--- src/rtl/ls1u_bus_pkg.sv ---
// Shared LS1u peripheral-bus definitions: initiator FSM encoding, error read
// value and default timeout used by the byte-wide Wishbone master.
package ls1u_bus_pkg;

   typedef enum logic {
      ST_IDLE  = 1'b0,
      ST_CYCLE = 1'b1
   } wb_state_e;

   localparam logic [7:0] WB_ERR_RDATA       = 8'hFF;
   localparam int         WB_TIMEOUT_DEFAULT = 15;

   // A zero timeout still needs a one-bit counter so the ports stay legal.
   function automatic int wb_cnt_width(input int timeout);
      return (timeout > 0) ? $clog2(timeout + 1) : 1;
   endfunction

endpackage

--- src/rtl/wb_byte_master_if.sv ---
// Byte-wide classic Wishbone bus between the LS1u initiator and its responders.
interface wb_byte_master_if #(
   parameter int ADDR_WIDTH = 24
) ();

   logic [ADDR_WIDTH-1:0] WB_ADRo;
   logic [7:0]            WB_DATo;
   logic [7:0]            WB_DATi;
   logic                  WB_WEo;
   logic                  WB_CYCo;
   logic                  WB_STBo;
   logic                  WB_ACKi;

   modport master (
      output WB_ADRo, WB_DATo, WB_WEo, WB_CYCo, WB_STBo,
      input  WB_DATi, WB_ACKi
   );

   modport slave (
      input  WB_ADRo, WB_DATo, WB_WEo, WB_CYCo, WB_STBo,
      output WB_DATi, WB_ACKi
   );

endinterface

--- src/rtl/wb_byte_master_timeout_cnt.sv ---
// Saturating wait-cycle counter; expired flags the last cycle CYC may stay high.
module wb_timeout_cnt import ls1u_bus_pkg::*; #(
   parameter int TIMEOUT = WB_TIMEOUT_DEFAULT
) (
   input  logic clk,
   input  logic rst,
   input  logic clr,
   input  logic en,
   output logic expired
);

   localparam int             CW     = wb_cnt_width(TIMEOUT);
   localparam bit             HAS_TO = (TIMEOUT != 0);
   localparam logic [CW-1:0]  SAT    = CW'(TIMEOUT);
   localparam logic [CW-1:0]  TC     = CW'((TIMEOUT > 0) ? TIMEOUT - 1 : 0);

   logic [CW-1:0] cnt;

   always_ff @(posedge clk or negedge rst) begin
      if (!rst) begin
         cnt <= '0;
      end else if (clr) begin
         cnt <= '0;
      end else if (en && (cnt != SAT)) begin
         cnt <= cnt + 1'b1;
      end
   end

   // With TIMEOUT = 0 the counter is pinned at zero and never expires.
   assign expired = HAS_TO && (cnt == TC);

endmodule

--- src/rtl/wb_byte_master.sv ---
// Byte-wide Wishbone initiator for the LS1u load/store port: one CPU access
// runs exactly one classic cycle, aborted with an error if the slave hangs.
//
// state    | meaning
// ST_IDLE  | bus released, waiting for cpu_req
// ST_CYCLE | CYC/STB asserted, waiting for ACK or timeout
module wb_byte_master import ls1u_bus_pkg::*; #(
   parameter int ADDR_WIDTH = 24,
   parameter int TIMEOUT    = WB_TIMEOUT_DEFAULT
) (
   input  logic                  clk,
   input  logic                  rst,
   input  logic                  cpu_req,
   input  logic                  cpu_we,
   input  logic [ADDR_WIDTH-1:0] cpu_addr,
   input  logic [7:0]            cpu_wdata,
   output logic                  cpu_busy,
   output logic                  cpu_done,
   output logic                  cpu_err,
   output logic [7:0]            cpu_rdata,
   wb_byte_master_if.master      wb
);

   wb_state_e             state;
   logic [ADDR_WIDTH-1:0] adr_q;
   logic [7:0]            dat_q;
   logic                  we_q;
   logic                  cyc_q;
   logic                  to_clr;
   logic                  to_en;
   logic                  to_expired;

   assign to_clr = (state == ST_IDLE);
   assign to_en  = (state == ST_CYCLE) && !wb.WB_ACKi;

   wb_timeout_cnt #(.TIMEOUT(TIMEOUT)) u_timeout_cnt (
      .clk     (clk),
      .rst     (rst),
      .clr     (to_clr),
      .en      (to_en),
      .expired (to_expired)
   );

   always_ff @(posedge clk or negedge rst) begin
      if (!rst) begin
         state     <= ST_IDLE;
         adr_q     <= '0;
         dat_q     <= '0;
         we_q      <= 1'b0;
         cyc_q     <= 1'b0;
         cpu_busy  <= 1'b0;
         cpu_done  <= 1'b0;
         cpu_err   <= 1'b0;
         cpu_rdata <= '0;
      end else begin
         cpu_done <= 1'b0;
         cpu_err  <= 1'b0;
         case (state)
            ST_IDLE: begin
               if (cpu_req) begin
                  adr_q    <= cpu_addr;
                  dat_q    <= cpu_wdata;
                  we_q     <= cpu_we;
                  cyc_q    <= 1'b1;
                  cpu_busy <= 1'b1;
                  state    <= ST_CYCLE;
               end
            end
            ST_CYCLE: begin
               // ACK is tested first so a late ACK on the final cycle still wins.
               if (wb.WB_ACKi) begin
                  if (!we_q) begin
                     cpu_rdata <= wb.WB_DATi;
                  end
                  cyc_q    <= 1'b0;
                  we_q     <= 1'b0;
                  cpu_busy <= 1'b0;
                  cpu_done <= 1'b1;
                  state    <= ST_IDLE;
               end else if (to_expired) begin
                  if (!we_q) begin
                     cpu_rdata <= WB_ERR_RDATA;
                  end
                  cyc_q    <= 1'b0;
                  we_q     <= 1'b0;
                  cpu_busy <= 1'b0;
                  cpu_done <= 1'b1;
                  cpu_err  <= 1'b1;
                  state    <= ST_IDLE;
               end
            end
            default: state <= ST_IDLE;
         endcase
      end
   end

   assign wb.WB_ADRo = adr_q;
   assign wb.WB_DATo = dat_q;
   assign wb.WB_WEo  = we_q;
   assign wb.WB_CYCo = cyc_q;
   assign wb.WB_STBo = cyc_q;

endmodule

--- src/flat_wrapper.sv ---
// flat-port wrapper written by rule: the top's interface ports become plain ports
module wb_byte_master_flat import ls1u_bus_pkg::*;
#(
   parameter int ADDR_WIDTH = 24,
   parameter int TIMEOUT    = WB_TIMEOUT_DEFAULT
)
  (clk, rst, cpu_req, cpu_we, cpu_addr, cpu_wdata, cpu_busy, cpu_done, cpu_err, cpu_rdata, wb_WB_ADRo, wb_WB_DATo, wb_WB_WEo, wb_WB_CYCo, wb_WB_STBo, wb_WB_DATi, wb_WB_ACKi);
  wb_byte_master_if #(.ADDR_WIDTH(ADDR_WIDTH)) wb_i ();
  input  logic clk;
  input  logic rst;
  input  logic cpu_req;
  input  logic cpu_we;
  input  logic [ADDR_WIDTH-1:0] cpu_addr;
  input  logic [7:0] cpu_wdata;
  output logic cpu_busy;
  output logic cpu_done;
  output logic cpu_err;
  output logic [7:0] cpu_rdata;
  output wire logic [$bits(wb_i.WB_ADRo)-1:0] wb_WB_ADRo;
  output wire logic [$bits(wb_i.WB_DATo)-1:0] wb_WB_DATo;
  output wire logic [$bits(wb_i.WB_WEo)-1:0] wb_WB_WEo;
  output wire logic [$bits(wb_i.WB_CYCo)-1:0] wb_WB_CYCo;
  output wire logic [$bits(wb_i.WB_STBo)-1:0] wb_WB_STBo;
  input wire logic [$bits(wb_i.WB_DATi)-1:0] wb_WB_DATi;
  input wire logic [$bits(wb_i.WB_ACKi)-1:0] wb_WB_ACKi;
  assign wb_WB_ADRo = wb_i.WB_ADRo;
  assign wb_WB_DATo = wb_i.WB_DATo;
  assign wb_WB_WEo = wb_i.WB_WEo;
  assign wb_WB_CYCo = wb_i.WB_CYCo;
  assign wb_WB_STBo = wb_i.WB_STBo;
  assign wb_i.WB_DATi = wb_WB_DATi;
  assign wb_i.WB_ACKi = wb_WB_ACKi;
  wb_byte_master #(.ADDR_WIDTH(ADDR_WIDTH), .TIMEOUT(TIMEOUT)) u_core (.clk(clk), .rst(rst), .cpu_req(cpu_req), .cpu_we(cpu_we), .cpu_addr(cpu_addr), .cpu_wdata(cpu_wdata), .cpu_busy(cpu_busy), .cpu_done(cpu_done), .cpu_err(cpu_err), .cpu_rdata(cpu_rdata), .wb(wb_i));
endmodule
--- config.mk ---
export PLATFORM = sky130hd
export DESIGN_NAME = wb_byte_master_flat
export DESIGN_NICKNAME = d
export VERILOG_FILES = /design/src/rtl/ls1u_bus_pkg.sv /design/src/rtl/wb_byte_master_if.sv /design/src/rtl/wb_byte_master_timeout_cnt.sv /design/src/rtl/wb_byte_master.sv /design/src/flat_wrapper.sv
export SDC_FILE = /design/constraint.sdc
export NUM_CORES = 1
export LEC_CHECK = 0
export CAP_MARGIN = 40
export CORE_ASPECT_RATIO = 1.75
export CORE_UTILIZATION = 30
export CTS_CLUSTER_SIZE = 40
export DETAILED_ROUTE_END_ITERATION = 10
export SETUP_SLACK_MARGIN = 0.1
export SLEW_MARGIN = 20
export SYNTH_ARGS = -nofsm -noshare
export SYNTH_HDL_FRONTEND = slang
export SYNTH_SLANG_ARGS = --single-unit
--- constraint.sdc ---
create_clock -name clk -period 1.96 [get_ports clk]
set_input_delay 0.196 -clock clk [delete_from_list [all_inputs] [get_ports clk]]
set_output_delay 0.196 -clock clk [all_outputs]
set_load 0.02 [all_outputs]
### Word-level counts from Yosys, hierarchy flattened

Cells that the tools add are included.

* bits in writable memories: 0
* memories kept: 0
* bits of input ports: 45
* bits in latches: 0
* output and inout bits: 46
* ROM bits: 0
* register bits after elaboration: 49

* equal/unequal tests: 5
* divide/modulo/power cells: 0
* bitwise gates (word level): 2
* $add $sub $neg: 1
* reductions and logical operators: 7
* multiplexer cells: 21
* shift operators: 0
* order comparisons: 0
* multiply operators: 0

Operator list (count)
* $mux 8: 4
* $mux 1: 12
* $mux 4: 2
* $pmux 1 s2: 3
* $add 4x1->4 const B: 1
* $eq 4x4->1 const B: 1
* $ne 2x2->1 const B: 2
* $ne 4x4->1 const B: 1
* $reduce_and 2->1: 2
* $ne 3x3->1 const B: 1
* $reduce_and 3->1: 1
* $logic_and 1x1->1: 2
* $not 1->1: 2
* $reduce_bool 2->1: 1
* $logic_not 1->1: 1

### Depth between registers and ports, before layout

* depth after elaboration: 5
* depth in mapped cells: 5

### Hierarchy

A second synthesis with hierarchy kept.

* cell total of the unflattened synthesis: 128
* area, all modules: 2059.5 sq um

Modules (own cells, without submodules)
* wb_byte_master: cells each 105, area an instance 1808.0 sq um, sequential area each 1126.1 sq um, instances 1
* wb_timeout_cnt: cells each 23, area an instance 251.5 sq um, sequential area each 100.1 sq um, instances 1

### Worst setup path before layout

No wires, ideal clock.

* kind: reg-to-reg
* start: reg u_core.u_timeout_cnt.cnt[0]
* end: reg u_core.cpu_rdata[0]
* period minus slack after synthesis: 1310 ps
* arrival time: 1245 ps
* buffers on the path: 0
* cell stages (with the launch flop): 6
* path slack: 650 ps
* cell sequence: dfrtp_1 > inv_1 > ha_1 > a31oi_4 > nor3b_4 > o22a_1

* longest elaborated chain between the ends: 3

Ends and longest elaborated chain
* start, declared: RTL line wb_byte_master_timeout_cnt.sv:17 `logic [CW-1:0] cnt;`
* start signal, assigned: RTL line wb_byte_master_timeout_cnt.sv:25 `cnt <= cnt + 1'b1;`
* $eq 4x4->1: RTL line wb_byte_master_timeout_cnt.sv:30 `assign expired = HAS_TO && (cnt == TC);`
* $reduce_bool 2->1 (no line)
* $reduce_and 3->1 (no line)
* end signal, assigned: RTL line wb_byte_master.sv:73 `cpu_rdata <= wb.WB_DATi;`
* end, declared: RTL line wb_byte_master.sv:20 `output logic [7:0] cpu_rdata,`

No other way between the ends.
A chain may end at the register's enable or synchronous reset.

==> impl_metrics.py <==
metrics = {
    "critical_path": {
        "rr_worst_depth": 5,
        "crit_path_end_kind": "primary output",
        "path_buf_inv": 1,
        "cp_slowest_cell": "clkdlybuf4s50_1",
        "path_cells": "clkdlybuf4s50_1",
        "start_kind": "flop",
        "cp_slowest_stage_delay_ns": 0.66,
        "worstSetupPathDepth": 1,
        "critPathMaxFanout": 5,
        "crit_type": "reg -> out",
        "crit_family": "buffers and inverters",
        "cp.arrival_ns": 1.40,
        "crit_required_ns": 1.76,
    },
    "synth": {
        "seq_area_frac_synth_pct": 63.1,
        "synth_fp_nets": 174,
        "async_flop_share_pct": 100,
        "synth.avg_cell_area_um2": 15.3,
        "netlist.top_cell.by_area": "dfrtp_1",
        "synthesis.area_um2": 1940,
        "synthDistinctLibCells": 24,
        "synthTopCellsByArea": "dfrtp_1 (63%), mux2_2 (17%), o22a_1 (3.6%)",
        "synth_top_area_share_pct": 63.1,
        "ys_warn_count": 0,
        "synthTopCellsByCount": "dfrtp_1 (49), mux2_2 (29), o22a_1 (8)",
        "ys_ff_latch": 49,
        "synth_edf_count": 0,
        "synthCells": 127,
        "synthFlopType": "dfrtp_1",
        "yosysMostFrequentCell": "dfrtp_1",
    },
    "clock_network": {
        "clk_latency_ns": 0.29,
        "clk_pin_slew_ns": 0.09,
        "cts_tree": "yes",
        "htree_num_levels": 2,
        "cts-root-buf": "clkbuf_8",
        "clockBufferDepth": 2,
        "cts_made_buffers": 5,
        "cts_sinks": 49,
    },
    "routing": {
        "drt_iter0_markers": 36,
        "wl_per_cell_um": 13.7,
        "wl_um": 4160,
        "vias": 1359,
        "via_per_inst": 4.49,
        "first_pass_iters": 2,
        "drcViolationCount": 0,
        "ant_nets": 0,
    },
    "layout": {
        "diodes": 0,
        "fin_util_pct": 49.2,
        "fillers": 561,
        "final-instance-count-excl-fill": 303,
        "fin_nets": 269,
        "drive_gt1_share_pct": 21.1,
        "area_growth_pct": 57.7,
    },
    "placed_design": {
        "post-dp-hpwl_um": 3150,
        "routabilityCongestion": 0.663,
        "portBuffers": 90,
        "dp.cells": 294,
    },
    "timing": {
        "rsz0062_at_grt": "false",
        "setup_viol": 0,
        "min_period_over_period_pct": 81.2,
        "clock_skew_ns": 0.00682,
        "whs_ns": 0.352,
        "setup_tns_ns": 0,
        "tightest_slew_ns": 0.397,
        "layout_min_cycle_time_ns": 1.59,
        "slew_headroom_pct": 73.5,
        "slew_viol_final": 0,
        "fmax_mhz": 628,
        "hold_viol": 0,
    },
    "power_and_ir_drop": {
        "peakVddDrop_uv": 483,
        "p_leak_nw": 1.26,
        "p_per_area_nw_per_um2": 1070,
        "power_w": 0.00328,
    },
    "die": {
        "start_util_pct": 31.2,
        "fp.dieW_um": 62.8,
        "dieHeight_um": 108,
        "fp.coreArea_um2": 6230,
        "core.rowCount": 38,
        "die-area_um2": 6810,
        "io_pins": 91,
    },
    "status": {
        "outcome": "completed",
    },
    "global_route": {
        "grt_pass1_vias": 1364,
        "grt_max_degree": 34,
        "grt_pass1_wl_um": 6980,
        "gr-total-overflow": 0,
        "grt_use_total_pct": 13.3,
        "antenna_found_initial": 0,
    },
    "worst_hold_path": {
        "hold_class": "in -> async",
    },
    "flow_run": {
        "cap_violations": 0,
    },
}
-- registers in the layout, summed over array words and instances, names as in the netlist --
| name | count |
|---|---|
| u_core.cpu_done | 1 |
| u_core.u_timeout_cnt.cnt | 4 |
| u_core.wb.WB_DATo | 8 |
| u_core.cpu_err | 1 |
| u_core.wb.WB_WEo | 1 |
| u_core.wb.WB_ADRo | 24 |
| u_core.wb.WB_CYCo | 1 |
| u_core.state | 1 |
| u_core.cpu_rdata | 8 |
-- per-stage QoR --
step / cell area (um^2) / setup slack, ns
CTS: 3060 / 0.322
floorplan: 1940 / 0.650
detailed placement: 2940 / 0.314
global route: 3060 / 0.294
finish: 3060 / 0.368
global placement: 2940 / 0.333
-- final timing paths --
kind                                                to  slack [ns]                        start
max in group asynchronous  u_core.u_timeout_cnt.cnt[1]        1.01                          rst
max                                           cpu_busy        0.37            u_core.wb.WB_CYCo
min                              u_core.wb.WB_ADRo[21]        0.35                          rst
max reg2reg                        u_core.cpu_rdata[0]        0.49  u_core.u_timeout_cnt.cnt[0]
min reg2reg                       u_core.wb.WB_ADRo[0]        0.49         u_core.wb.WB_ADRo[0]
min in group clk                  u_core.wb.WB_ADRo[0]        0.49         u_core.wb.WB_ADRo[0]
-- area by class of cell --
cell class / count / area [um^2] / share of cell area (%)
Sequential cell: 49 / 1230 / 40.0
Clock buffer: 7 / 86.3 / 2.82
Clock inverter: 1 / 30.0 / 0.980
Tap cell: 80 / 100 / 3.27
Inverter: 2 / 7.51 / 0.245
Multi-Input combinational cell: 69 / 664 / 21.7
Timing Repair Buffer: 95 / 948 / 31.0
-- metal layers --
layer / vias to the layer above / routed length, um / track usage, % / share of wire [%]
li1: 639 / - / - / -
met1: 665 / 1720 / 15.6 / 41
met2: 48 / 2190 / 23.6 / 53
met3: 7 / 188 / 3.06 / 4.5
met4: 0 / 68 / 4.98 / 1.6
met5: - / 0 / 0 / 0
-- kinds of logic after synthesis --
logic type      share of synthesized area, %
fa+ha+maj                               1.29
buf+inv                                 2.77
simple gates                            5.80
xor+xnor                               0.451
compound gates                          5.93
flops                                   63.1
mux                                     20.6
-- report_power, final --
group          switching (W)  total (W)  internal [W]  leakage, nW
Clock               0.000316   0.000732      0.000416       0.0585
Sequential          0.000131    0.00137       0.00124        0.579
Combinational       0.000527    0.00118      0.000655        0.620
Total               0.000974    0.00328       0.00231         1.26
-- repair_timing --
action | in CTS | in global routing
gates resized for setup | 0 | 0
endpoints found under the hold margin | 16 | 0
setup buffers | 0 | 0
hold buffers | 1 | 0
-- cell usage in the layout (no fill, tap or decap), types with 2 or more instances in the layout --
cell	synthesis	routed
mux2i_1	4	4
buf_4	5	3
mux2_2	29	29
a21oi_1	2	2
dfrtp_1	49	49
clkdlybuf4s50_1	0	89
nand2_1	4	4
ha_1	2	2
nand3_1	5	5
clkbuf_8	0	6
mux2_1	3	3
o22a_1	8	8
nor3b_1	2	2
inv_1	2	2
(Power assumes the default switching activity.)
